**src/rtl/alu_seq_pkg.sv**
```systemverilog
// Shared widths and FSM state type for the ALU opcode sequencer.
//   OP_W  : ALU opcode width
//   OPD_W : ALU operand width
//   RES_W : ALU result width
//   IDX_W : program slot index width (NSLOT = 2**IDX_W slots)
package alu_seq_pkg;

  localparam int OP_W  = 3;
  localparam int OPD_W = 3;
  localparam int RES_W = 6;
  localparam int IDX_W = 3;
  localparam int NSLOT = 1 << IDX_W;

  typedef enum logic [1:0] {
    IDLE  = 2'd0,
    ISSUE = 2'd1,
    HOLD  = 2'd2,
    DONE  = 2'd3
  } state_t;

endpackage

```
**src/rtl/dwell_timer.sv**
```systemverilog
// Loadable down-counter that measures how long each opcode is held.
// Ports:
//   clk, rst_n : clock, synchronous active-low reset
//   i_ena      : global enable; low freezes the count
//   i_load     : load DWELL-1 (takes priority over i_dec)
//   i_dec      : decrement by one, saturating at zero
//   o_zero     : count is zero
module dwell_timer #(
  parameter int DWELL = 12000000,
  parameter int CNT_W = 24
) (
  input  logic clk,
  input  logic rst_n,
  input  logic i_ena,
  input  logic i_load,
  input  logic i_dec,
  output logic o_zero
);

  localparam logic [CNT_W-1:0] LOAD_VAL = CNT_W'(DWELL - 1);

  logic [CNT_W-1:0] r_cnt;

  always_ff @(posedge clk) begin
    if (!rst_n) begin
      r_cnt <= '0;
    end else if (i_ena) begin
      if (i_load) begin
        r_cnt <= LOAD_VAL;
      end else if (i_dec && (r_cnt != '0)) begin
        r_cnt <= r_cnt - 1'b1;
      end
    end
  end

  assign o_zero = (r_cnt == '0);

endmodule

```
**src/rtl/alu_op_sequencer.sv**
```systemverilog
// Steps a small ALU through a programmed list of opcodes, holding each one
// for DWELL cycles and capturing each result for display.
// Ports:
//   clk, rst_n          : clock, synchronous active-low reset
//   ena                 : enable; low freezes every register
//   a_in, b_in, load    : operands, latched on a rising edge of load (idle only)
//   prog_we/addr/op     : program slot write (idle only)
//   prog_len, loop      : last slot index of a run, restart-at-slot-0 flag
//   start, stop         : rising-edge run start, level abort
//   alu_a/b/ctrl        : operands and opcode presented to the ALU
//   alu_result          : combinational ALU result
//   result_out/valid    : last captured result and one-cycle capture pulse
//   busy, done, step_idx: run status
module alu_op_sequencer
  import alu_seq_pkg::*;
#(
  parameter int DWELL = 12000000,
  parameter int CNT_W = 24
) (
  input  logic             clk,
  input  logic             rst_n,
  input  logic             ena,
  input  logic [OPD_W-1:0] a_in,
  input  logic [OPD_W-1:0] b_in,
  input  logic             load,
  input  logic             prog_we,
  input  logic [IDX_W-1:0] prog_addr,
  input  logic [OP_W-1:0]  prog_op,
  input  logic [IDX_W-1:0] prog_len,
  input  logic             loop,
  input  logic             start,
  input  logic             stop,
  output logic [OPD_W-1:0] alu_a,
  output logic [OPD_W-1:0] alu_b,
  output logic [OP_W-1:0]  alu_ctrl,
  input  logic [RES_W-1:0] alu_result,
  output logic [RES_W-1:0] result_out,
  output logic             result_valid,
  output logic             busy,
  output logic             done,
  output logic [IDX_W-1:0] step_idx
);

  state_t           r_state, w_next_state;
  logic             r_start_q, r_load_q;
  logic             w_start_edge, w_load_edge, w_go;
  logic             w_zero, w_last, w_cnt_load, w_cnt_dec;
  logic             w_busy, w_done;
  logic [OP_W-1:0]  r_prog [NSLOT];
  logic [OPD_W-1:0] r_alu_a, r_alu_b;
  logic [OP_W-1:0]  r_alu_ctrl;
  logic [IDX_W-1:0] r_step_idx, w_idx_inc;
  logic [RES_W-1:0] r_result_out;
  logic             r_result_valid;

  assign w_start_edge = start & ~r_start_q;
  assign w_load_edge  = load & ~r_load_q;
  assign w_go         = w_start_edge & ~stop;
  assign w_idx_inc    = r_step_idx + IDX_W'(1);
  // The last slot also ends the run so step_idx never wraps without loop,
  // even if prog_len was lowered below the current index mid-run.
  assign w_last       = (r_step_idx == prog_len) || (r_step_idx == '1);
  assign w_cnt_load   = (r_state == ISSUE);
  assign w_cnt_dec    = (r_state == HOLD);

  dwell_timer #(
    .DWELL (DWELL),
    .CNT_W (CNT_W)
  ) u_dwell (
    .clk    (clk),
    .rst_n  (rst_n),
    .i_ena  (ena),
    .i_load (w_cnt_load),
    .i_dec  (w_cnt_dec),
    .o_zero (w_zero)
  );

  always_ff @(posedge clk) begin
    if (!rst_n) begin
      r_state <= IDLE;
    end else if (ena) begin
      r_state <= w_next_state;
    end
  end

  always_comb begin
    w_next_state = r_state;
    case (r_state)
      IDLE:  if (w_go) w_next_state = ISSUE;
      ISSUE: w_next_state = stop ? IDLE : HOLD;
      HOLD: begin
        if (stop) begin
          w_next_state = IDLE;
        end else if (w_zero) begin
          w_next_state = (w_last && !loop) ? DONE : ISSUE;
        end
      end
      DONE:    w_next_state = IDLE;
      default: w_next_state = IDLE;
    endcase
  end

  always_comb begin
    w_busy = (r_state == ISSUE) || (r_state == HOLD);
    w_done = (r_state == DONE);
  end

  // Datapath: operands, program store, opcode/index and result capture.
  always_ff @(posedge clk) begin
    if (!rst_n) begin
      r_start_q      <= 1'b0;
      r_load_q       <= 1'b0;
      r_alu_a        <= '0;
      r_alu_b        <= '0;
      r_alu_ctrl     <= '0;
      r_step_idx     <= '0;
      r_result_out   <= '0;
      r_result_valid <= 1'b0;
      for (int i = 0; i < NSLOT; i++) r_prog[i] <= '0;
    end else if (ena) begin
      r_start_q      <= start;
      r_load_q       <= load;
      r_result_valid <= 1'b0;
      case (r_state)
        IDLE: begin
          if (w_load_edge) begin
            r_alu_a <= a_in;
            r_alu_b <= b_in;
          end
          if (prog_we) r_prog[prog_addr] <= prog_op;
          if (w_go) begin
            r_step_idx <= '0;
            r_alu_ctrl <= r_prog[0];
          end
        end
        ISSUE: begin
          if (!stop) begin
            r_result_out   <= alu_result;
            r_result_valid <= 1'b1;
          end
        end
        HOLD: begin
          if (!stop && w_zero) begin
            if (!w_last) begin
              r_step_idx <= w_idx_inc;
              r_alu_ctrl <= r_prog[w_idx_inc];
            end else if (loop) begin
              r_step_idx <= '0;
              r_alu_ctrl <= r_prog[0];
            end
          end
        end
        default: ;
      endcase
    end
  end

  assign alu_a        = r_alu_a;
  assign alu_b        = r_alu_b;
  assign alu_ctrl     = r_alu_ctrl;
  assign step_idx     = r_step_idx;
  assign result_out   = r_result_out;
  assign result_valid = r_result_valid;
  assign busy         = w_busy;
  assign done         = w_done;

endmodule

```
**config.mk**
```make
export PLATFORM = sky130hd
export DESIGN_NAME = alu_op_sequencer
export DESIGN_NICKNAME = d
export VERILOG_FILES = /design/src/rtl/alu_seq_pkg.sv /design/src/rtl/dwell_timer.sv /design/src/rtl/alu_op_sequencer.sv
export SDC_FILE = /design/constraint.sdc
export NUM_CORES = 1
export LEC_CHECK = 0
export ABC_AREA = 0
export CORE_AREA = 2 2 82 162
export DETAILED_ROUTE_END_ITERATION = 10
export DIE_AREA = 0 0 84 164
export PLACE_DENSITY = 0.48
export SYNTH_ARGS = -nofsm -noshare
export SYNTH_HDL_FRONTEND = slang
export SYNTH_SLANG_ARGS = --single-unit
```
**constraint.sdc**
```tcl
create_clock -name clk -period 3.5 [get_ports clk]
set_input_delay 0.7 -clock clk [delete_from_list [all_inputs] [get_ports clk]]
set_output_delay 0.7 -clock clk [all_outputs]
set_load 0.01 [all_outputs]
```
==> results by group <==
Outcome
  – Status: completed

Timing
  – Final worst-path cycle share: 0.779
  – RSZ-0062 raised after global routing: no
  – Final setup violating endpoints: 0
  – Post-layout min period: 2730 ps
  – TNS Setup: 0 ps
  – Relative slew slack: 0.517
  – Final Hold Vio Count: 0
  – Hold slack: 462 ps
  – Final WS setup: 773 ps
  – Fin. max-slew vios: 0
  – Actual slew at the worst max-slew pin: around 720 ps
  – Worst Clk Skew: 6.90 ps
  – Fmax: 367 MHz

Synth
  – Ys flop type: dfxtp_1
  – Ys async rst share: 0
  – Post-synth EDFFs: 24
  – Yosys warns: 0
  – Syn Area/Cell: just under 10 um2
  – Distinct cells, synth: 56
  – Sequential share of the synthesized area: 0.452
  – Syn_nets: approximately 410
  – Mapped cell area: 3680 um2
  – Syn Inst Count: approximately 370
  – Register bit total from synthesis: 71

Setup path
  – Worst-path fanout max: 8
  – CP delay by family, top: simple AND/OR/NAND/NOR gates
  – Crit Path Class: flop to flop
  – CP required: 3740 ps
  – Crit-path slowest cell: o21ai_0
  – CP startpoint kind: flop
  – WP buf/inv: 1
  – Crit-path cells: inv_1 -> ha_1 -> nor4b_1 -> nand4_2 -> o21ai_0 -> a21oi_1 -> nor4_1
  – Worst EP arrival: 2970 ps
  – Crit. End Element: flop
  – Slowest stage delay, CP: 690 ps

Finish
  – Most common cell after layout, fill and taps aside: clkdlybuf4s50_1
  – Finished Cell Area: 4610 um2
  – Layout cells sized above 1: 0.0924
  – Number of diodes: 0
  – Fillers: 1285
  – Area Growth Syn to Fin: 25.5%
  – Nets: between 400 and 500
  – Most frequent cells in the layout: 49 x clkdlybuf4s50_1, 47 x dfxtp_1, 31 x nand2_1, 31 x nor2_1, 26 x and2_1

Pwr
  – P_leak: between 1.5 and 2 nW
  – Pwr dens: 472 nW/um2
  – Max rail drop VDD: roughly 0.31 mV

CTS
  – CTS buffer count: 9
  – Post-CTS Resized: 0
  – Clock sink count: 71
  – H-Tree Depth: 3
  – Post-CTS Setup Inserts: 0
  – Clk pin slew, worst setup/hold paths: 60 ps
  – CTS hold repair buffers: 0
  – CTS tree: yes
  – Root Driver: clkbuf_16
  – Deepest clock path buffer count: 2
  – Worst skew pair latency: roughly 330 ps

Floorplan
  – Die width: between 80 and 90 um
  – Io pins: 50
  – Die Y: approximately 160 um
  – Die Area: 13800 um2
  – Initial Util: 0.293
  – FP Rows: 58
  – Area of the core: ~13000 um2

Flow run
  – Number of max-cap violations: 0

Global route
  – Vias in the first global route: around 3100
  – Initial antenna violation count: 0
  – Total GRT Usage: 0.155
  – GRT overflow: 0
  – Largest net degree at the start of global routing: 36
  – First-pass GRT wire length: 16200 um

Detailed routing
  – Antenna viol nets, final: 0
  – Routed WL: between 10000 and 15000 um
  – Via count: 2940
  – Vias per cell: a little over 5
  – Drt drc: 0
  – WL/cell: 17.9 um
  – Initial detailed-routing violation count: 164
  – Drt first pass iters: 4

Placed design
  – Post-DP HPWL: 7970 um
  – Routability cong.: 0.794
  – I/O Buffers: 49
  – Placed cell area: 4320 um2
  – Pre-CTS setup slack: slightly above 600 ps

Min path
  – HP Class: flop to flop
-- sequential cells by signal, summed over array words and instances, names as in the netlist --
name           count
r_prog            24
alu_a              3
result_valid       1
result_out         6
u_dwell.r_cnt     24
alu_ctrl           3
step_idx           3
r_start_q          1
r_state            2
r_load_q           1
alu_b              3
-- worst min-delay path, cell delays in order (launching register included) --
cell and delay, ps:
dfxtp_1 310, nand2_1 50, a21oi_1 50
-- cell families after synthesis --
family          share of synthesized area
compound gates                      0.138
xor+xnor                           0.0167
mux                                0.0939
simple gates                        0.240
flops                               0.452
buf+inv                            0.0289
fa+ha+maj                          0.0306
-- layer usage --
layer / GRT usage / routed length, um / vias to the layer above
met3: 0.0327 / 271 / 12
met5: 0 / 0 / -
met2: 0.317 / 6180 / 56
met4: 0.0601 / 252 / 0
li1: - / - / 1471
met1: 0.144 / 3550 / 1401
-- synth_stat cells (all sizes together), types with 3 or more instances --
master,instances,area [um2]
xor2,7,61.3
o41ai,3,26.3
nor3,11,60.1
mux4,6,135
o31ai,6,45.0
a21oi,17,85.1
nor2,31,116
and2,26,163
o2111ai,5,43.8
a311oi,6,52.6
nand3,9,50.1
or3,8,50.1
edfxtp,24,721
o211ai,6,45.0
dfxtp,47,941
inv,9,33.8
mux2i,21,210
nor4,7,80.1
o21a,4,30.0
nand2b,9,56.3
ha,9,113
or4,5,37.5
nand2,32,123
a31oi,6,37.5
o21ai,10,50.0
nand4,4,31.3
clkbuf,16,60.1
-- area by class of cell --
type | instances | area, um2 | share of cell area
well taps | 150 | 188 | 0.0407
clock inverters | 7 | 71.3 | 0.0155
inverters | 10 | 37.5 | 0.00814
multi-input cells | 272 | 1910 | 0.414
flip-flops and latches | 71 | 1660 | 0.360
repair buffers | 53 | 520 | 0.113
clock buffers | 9 | 225 | 0.0488
-- report_power, final --
part | internal, mW | total [mW] | switching (mW)
registers | 0.889 | 0.920 | 0.0309
clock network | 0.553 | 0.920 | 0.367
logic | 0.135 | 0.338 | 0.203
-- final timing paths --
kind | cells past startpoint | end | slack (ps) | from
setup reg to reg | 7 | u_dwell.r_cnt[12] | 770 | u_dwell.r_cnt[0]
hold reg to reg | 2 | result_out[3] | 460 | result_out[3]
hold / removal | 2 | result_out[3] | 460 | result_out[3]
setup / recovery | 7 | u_dwell.r_cnt[12] | 770 | u_dwell.r_cnt[0]
-- per-stage QoR --
stage	util	total power, mW	cells
floorplan	-	1.14	371
global placement	0.344	1.27	556
detailed placement	0.344	1.28	556
CTS	0.367	2.20	572
global route	0.367	2.28	572
finish	0.367	2.18	572
(Power assumes the default switching activity.)
